### src/rtl/alu_operand_sampler_if.sv
// alu_operand_sampler_if: operation bundle handshake between the operand sampler and the ALU
//   op_valid       sampler -> ALU  bundle valid
//   op_ready       ALU -> sampler  ALU accepts the current bundle
//   a0, b0, a1, b1 sampler -> ALU  4-bit operands
//   sel1, sel2     sampler -> ALU  2-bit ALU selects
interface alu_operand_sampler_if;
    logic       op_valid;
    logic       op_ready;
    logic [3:0] a0, b0, a1, b1;
    logic [1:0] sel1, sel2;
    modport master(output op_valid, a0, b0, a1, b1, sel1, sel2, input op_ready);
    modport slave(input op_valid, a0, b0, a1, b1, sel1, sel2, output op_ready);
endinterface

### src/rtl/alu_operand_sampler.sv
// alu_operand_sampler: synchronizes and debounces the 20 raw pad bits, then issues each new stable word as one valid/ready operation
//   wb_clk_i, wb_rst_i  clock, synchronous active-high reset
//   io_in[19:0]         asynchronous pad bits {sel2, sel1, b1, a1, b0, a0}
//   en                  issue enable
//   bus                 master side of the operation bundle (op_valid/op_ready, operands, selects)
//   drop_flag           sticky: a qualified word was overwritten in the pending slot
//   clear_drop          clears drop_flag (a same-cycle drop wins)
//   issue_cnt           completed handshakes, wraps
//   ALU_SAMPLER_DBG_EN  when defined, adds registered debug copies dbg_cand, dbg_pend_v, dbg_stab
module alu_operand_sampler #(
    parameter int STABLE_CYCLES = 4,
    parameter int CNT_W         = 16
) (
    input  logic                  wb_clk_i,
    input  logic                  wb_rst_i,
    input  logic [19:0]           io_in,
    input  logic                  en,
    input  logic                  clear_drop,
    alu_operand_sampler_if.master bus,
    output logic                  drop_flag,
    output logic [CNT_W-1:0]      issue_cnt
`ifdef ALU_SAMPLER_DBG_EN
    ,
    output logic [19:0]           dbg_cand,
    output logic [0:0]            dbg_pend_v,
    output logic [7:0]            dbg_stab
`endif
);
    localparam logic [0:0] EMPTY = 1'b0, VALID = 1'b1;
    localparam logic [7:0] STAB_MAX = 8'(STABLE_CYCLES - 1);
    logic [19:0] s1, s2, cand, last, pend, word;
    logic [7:0]  stab;
    logic [0:0]  state;
    logic        done, first, pend_v, qual, req, drop_set;
    // done makes each candidate load qualify only once
    assign qual     = (s2 == cand) && (stab == STAB_MAX) && !done;
    assign req      = qual && en && ((cand != last) || first);
    assign drop_set = req && (state == VALID) && !bus.op_ready && pend_v;
    assign bus.op_valid = state == VALID;
    assign {bus.sel2, bus.sel1, bus.b1, bus.a1, bus.b0, bus.a0} = word;
    always_ff @(posedge wb_clk_i) begin
        if (wb_rst_i) begin
            s1        <= '0;
            s2        <= '0;
            cand      <= '0;
            stab      <= '0;
            done      <= 1'b0;
            last      <= '0;
            first     <= 1'b1;
            pend      <= '0;
            pend_v    <= 1'b0;
            word      <= '0;
            state     <= EMPTY;
            drop_flag <= 1'b0;
            issue_cnt <= '0;
        end else begin
            s1 <= io_in;
            s2 <= s1;
            if (s2 != cand) begin
                cand <= s2;
                stab <= '0;
                done <= 1'b0;
            end else begin
                if (stab < STAB_MAX) stab <= stab + 8'd1;
                if (qual) done <= 1'b1;
            end
            // every request is accepted somewhere (output or pending)
            if (req) begin
                last  <= cand;
                first <= 1'b0;
            end
            if (bus.op_valid && bus.op_ready) issue_cnt <= issue_cnt + CNT_W'(1);
            if (state == EMPTY) begin
                if (req) begin
                    word  <= cand;
                    state <= VALID;
                end
            end else if (bus.op_ready) begin
                if (pend_v) begin
                    word   <= pend;
                    pend_v <= req;
                    if (req) pend <= cand;
                end else if (req) word <= cand;
                else state <= EMPTY;
            end else if (req) begin
                pend   <= cand;
                pend_v <= 1'b1;
            end
            if (drop_set) drop_flag <= 1'b1;
            else if (clear_drop) drop_flag <= 1'b0;
        end
    end
`ifdef ALU_SAMPLER_DBG_EN
    always_ff @(posedge wb_clk_i) begin
        if (wb_rst_i) begin
            dbg_cand   <= '0;
            dbg_pend_v <= '0;
            dbg_stab   <= '0;
        end else begin
            dbg_cand   <= cand;
            dbg_pend_v <= pend_v;
            dbg_stab   <= stab;
        end
    end
`endif
endmodule

### src/flat_wrapper.sv
// flat-port wrapper written by rule: the top's interface ports become plain ports
module alu_operand_sampler_flat 
#(
    parameter int STABLE_CYCLES = 4,
    parameter int CNT_W         = 16
)
  (wb_clk_i, wb_rst_i, io_in, en, clear_drop, drop_flag, issue_cnt, bus_op_valid, bus_a0, bus_b0, bus_a1, bus_b1, bus_sel1, bus_sel2, bus_op_ready);
  alu_operand_sampler_if bus_i ();
  input  logic wb_clk_i;
  input  logic wb_rst_i;
  input  logic [19:0] io_in;
  input  logic en;
  input  logic clear_drop;
  output logic drop_flag;
  output logic [CNT_W-1:0] issue_cnt;
  output wire logic [$bits(bus_i.op_valid)-1:0] bus_op_valid;
  output wire logic [$bits(bus_i.a0)-1:0] bus_a0;
  output wire logic [$bits(bus_i.b0)-1:0] bus_b0;
  output wire logic [$bits(bus_i.a1)-1:0] bus_a1;
  output wire logic [$bits(bus_i.b1)-1:0] bus_b1;
  output wire logic [$bits(bus_i.sel1)-1:0] bus_sel1;
  output wire logic [$bits(bus_i.sel2)-1:0] bus_sel2;
  input wire logic [$bits(bus_i.op_ready)-1:0] bus_op_ready;
  assign bus_op_valid = bus_i.op_valid;
  assign bus_a0 = bus_i.a0;
  assign bus_b0 = bus_i.b0;
  assign bus_a1 = bus_i.a1;
  assign bus_b1 = bus_i.b1;
  assign bus_sel1 = bus_i.sel1;
  assign bus_sel2 = bus_i.sel2;
  assign bus_i.op_ready = bus_op_ready;
  alu_operand_sampler #(.STABLE_CYCLES(STABLE_CYCLES), .CNT_W(CNT_W)) u_core (.wb_clk_i(wb_clk_i), .wb_rst_i(wb_rst_i), .io_in(io_in), .en(en), .clear_drop(clear_drop), .bus(bus_i), .drop_flag(drop_flag), .issue_cnt(issue_cnt));
endmodule
### config.mk
export PLATFORM = sky130hd
export DESIGN_NAME = alu_operand_sampler_flat
export DESIGN_NICKNAME = d
export VERILOG_FILES = /design/src/rtl/alu_operand_sampler_if.sv /design/src/rtl/alu_operand_sampler.sv /design/src/flat_wrapper.sv
export SDC_FILE = /design/constraint.sdc
export NUM_CORES = 1
export LEC_CHECK = 0
export CAP_MARGIN = 40
export CORE_ASPECT_RATIO = 1.4
export CORE_UTILIZATION = 40
export DETAILED_ROUTE_END_ITERATION = 16
export HOLD_SLACK_MARGIN = 0.12
export PLACE_DENSITY = 0.68
export SLEW_MARGIN = 15
export SYNTH_ARGS = -nofsm -noshare
export SYNTH_HDL_FRONTEND = slang
export SYNTH_SLANG_ARGS = --single-unit
### constraint.sdc
create_clock -name wb_clk_i -period 7.1 [get_ports wb_clk_i]
set_clock_uncertainty 0.2 [all_clocks]
set_input_delay 1.42 -clock wb_clk_i [delete_from_list [all_inputs] [get_ports wb_clk_i]]
set_output_delay 1.42 -clock wb_clk_i [all_outputs]
set_load 0.02 [all_outputs]
==> summary.md <==
| Metric | Value |
|---|---|
| Initial antenna violation count | 0 |
| Post-CTS Hold Fix Bufs | 0 |
| YS warnings | 0 |
| Die width | a little over 100 um |
| WS Path Type | input port to flop |
| Slew Limit Headroom | approximately two fifths |
| Reg clk slew, reported paths | approximately 0.06 ns |
| Die height | about 140 um |
| Fin nets | between 600 and 700 |
| Crit Path Max Fanout | 24 |
| Finish-stage setup viols | 0 |
| Pleak | about 3.0 nW |
| DRC viols | 0 |
| Area grow syn2layout | 25.1% |
| Total Wirelength | roughly 11,000 um |
| Hold WS | approximately 0.23 ns |
| First-pass GRT wire length | 18,300 um |
| Cts repair resizes | 0 |
| Num rows | ~50 |
| Fin crit share | about half |
| Syn Nets | 598 |
| Compound-Gate Fraction of Synth Area | between 6 and 7% |
| Worst Path Arrival | between 3 and 4 ns |
| Status | complete, no violations |
| Dpl cell area | approximately 0.0064 mm2 |
| CTS tree | built |
| Synth Cell Area | 0.00564 mm2 |
| Largest area contributor in the netlist | dfxtp_1 |
| Fmax | 0.286 GHz |
| Skew-Pair Late Insertion Delay | approximately 0.42 ns |
| I/O Buffers | a little over 60 |
| Crit-path cells | clkdlybuf4s50_1 -> nor2b_1 -> buf_4 -> a21oi_1 -> buf_4 -> inv_1 -> o2111ai_2 -> buf_4 -> mux2i_1 -> nor2_1 |
| Total grt overflow | 0 |
| Routed via count | about 4,000 |
| Area share of fa/ha/maj cells after synthesis | 0.443% |
| Clock Sinks | 149 |
| Post-DP HPWL | 7430 um |
| Post-synth cell types | 37 |
| VDD IR max | about 0.00012 V |
| Ports | 63 |
| Vias in the first global route | around 4,000 |
| Wirelength per Cell | roughly 14 um |
| Avg Inst Size Synth | approximately 10 um2 |
| Post-CTS Setup Inserts | 0 |
| Root Buffer | clkbuf_16 |
| Synth Area in Simple Gates | between 20% and 30% |
| GRT Overall Usage | 16.3% |
| Slew @ Worst Pin | around 0.9 ns |
| Post-Synth XOR/XNOR Area | under 10% |
| Number of flops mapped to enable cells by yosys | 0 |
| Filler Cell Count | between 1,000 and 1,500 |
| Pin count of the biggest net entering global routing | 85 |
| Fin area | 0.00706 mm2 |
| Share of the yosys chip area belonging to registers | between 50% and 60% |
| Drt initial violations | about 160 |
| Die area | between 0.01 and 0.015 mm2 |
| Final hold vios | 0 |
| Required time of the critical path | between 7 and 8 ns |
| Synth top area share | ~53% |
| HP Class | flop to flop |
| RD Place Congestion | roughly 0.75 |
| Vias per cell | ~4.9 |
| Largest family of logic cells by synthesized area | simple AND/OR/NAND/NOR gates |
| Htree depth | 4 |
| Largest cells by area after synthesis | dfxtp_1 53%, xor2_1 7.3%, mux2i_1 7.3%, nor2b_1 7.0%, nor2_1 3.6% |
| Initial DRT Pass Iterations | 4 |
| Crit. End Element | flop |
| RSZ-0062 raised after global routing | no |
| Longest Clk Path Bufs | 2 |
| Post-route ant nets | 0 |
| Max Slew Vio Count | 0 |
| Critical path's slowest cell | clkdlybuf4s50_1 |
| Primary FF master, synth | dfxtp_1 |
| Power per Cell Area | 268 mW/mm2 |
| Inserted Diodes | 0 |
| Core Area | 0.0138 mm2 |
| FFs w/ async S/R, synth | 0% |
| #FFs+latches synth | roughly 150 |
| Initial Util | 40.8% |
| Post-synthesis mux area share | 7.27% |
| Fraction of layout cells with a size suffix above 1 | under 10% |
| Max_cap viols | 0 |
| Most frequent CP cell | buf_4 |
| Final worst path period need | 3.50 ns |
| Inserted Clock Buffers | 17 |
| Setup_tns | 0 ns |
| Gate Count Post-Synth | approximately 570 |
| Largest stage delay, worst path | 0.57 ns |
| Startpoint Class | input port |
-- placed cells by master, fill, tap and decap left out, types with 2 or more instances in the layout --
cell	count
a21oi_1	7
clkdlybuf4s50_1	61
and2_1	6
clkbuf_1	2
clkbuf_16	17
or2_2	4
and3_1	3
mux2i_1	41
nor2b_1	63
or2_0	17
xor2_1	47
nand2_1	32
dfxtp_1	149
nand3_1	28
clkinv_4	2
buf_4	6
nor3_1	3
nor4_1	10
or3_1	4
nand4_1	4
bufinv_16	5
a22oi_1	20
nor2_1	53
ha_1	2
o21ai_0	3
clkbuf_8	2
xnor2_1	6
clkinvlp_4	2
inv_1	2
a31oi_1	20
-- cells in the mapped netlist (2+ instances only) --
master and n:
nor4_1 10, and2_1 6, dfxtp_1 149, xor2_1 47, or2_2 4, a21oi_1 7, or3_1 4, buf_1 2
nor2_1 54, nand2_1 32, clkbuf_1 27, nor3_1 3, ha_1 2, a22oi_1 20, nand3_1 28, or2_0 17
o21ai_0 3, a31oi_1 20, inv_1 2, and3_1 3, buf_2 5, xnor2_1 6, mux2i_1 41, nand4_1 4
nor2b_1 63
-- final cells by class --
class	count	area [um2]	share of cell area [%]
Sequential cell	149	2980	42.2
Multi-Input combinational cell	386	2530	35.8
Timing Repair Buffer	67	656	9.28
Clock buffer	21	460	6.52
Tap cell	185	231	3.28
Clock inverter	11	196	2.78
Inverter	2	7.51	0.106
-- sequential cells by signal, indices dropped and copies added (netlist names) --
signal	flops
u_core.first	1
u_core.issue_cnt	16
u_core.last	20
u_core.word	20
u_core.pend_v	1
u_core.s1	20
u_core.pend	20
u_core.s2	20
u_core.done	1
u_core.cand	20
u_core.stab	8
u_core.bus.op_valid	1
u_core.drop_flag	1
-- through the flow --
step,instances,total power [mW],setup slack (ns),utilization (%)
floorplan,571,0.910,4.21,-
global placement,789,0.932,3.18,46.2
detailed placement,789,0.934,3.22,46.3
CTS,821,1.91,3.62,51.0
global route,821,1.95,3.47,51.0
finish,821,1.90,3.60,51.0
-- critical path, delay by kind of cell --
kind,cells,cell delay (ns)
buffers and inverters,5,1.52
muxes,1,0.24
and+or+nand+nor,2,0.13
AOI/OAI and AO/OA,2,0.23
-- cell families (layout without fill, tap and decap cells) --
family | after synthesis | count (layout)
buffers and inverters | 36 | 101
AO/OA/AOI/OAI | 57 | 57
XOR/XNOR | 53 | 53
AND/OR/NAND/NOR | 233 | 233
flip-flops | 149 | 149
adder cells (fa/ha/maj) | 2 | 2
multiplexers | 41 | 41
-- worst paths after layout --
kind / from / end / slack, ns / depth (start not counted)
setup reg to reg: u_core.cand[1]$_SDFFE_PP0P_ / u_core.drop_flag$_SDFFE_PP0P_ / 4.15 / 7
setup / recovery: bus_op_ready / u_core.pend[19]$_SDFFE_PP0P_ / 3.60 / 10
hold reg to reg: u_core.s1[3]$_SDFF_PP0_ / u_core.s2[3]$_SDFF_PP0_ / 0.23 / 1
hold / removal: u_core.s1[3]$_SDFF_PP0_ / u_core.s2[3]$_SDFF_PP0_ / 0.23 / 1
-- layer usage --
layer  GRT usage, %  up-vias  part of all wire, %
met4           8.05        0                  2.0
met3           4.03       21                  3.7
met2           29.4       85                   52
met1           17.4     1910                   42
met5              0        -                    0
li1               -     2033                    -
-- report_power, final --
group	internal (mW)	switching, mW
Sequential	0.850	0.00965
Combinational	0.0275	0.0271
Clock	0.644	0.338
Note: power is estimated with default switching activity, not from simulation.
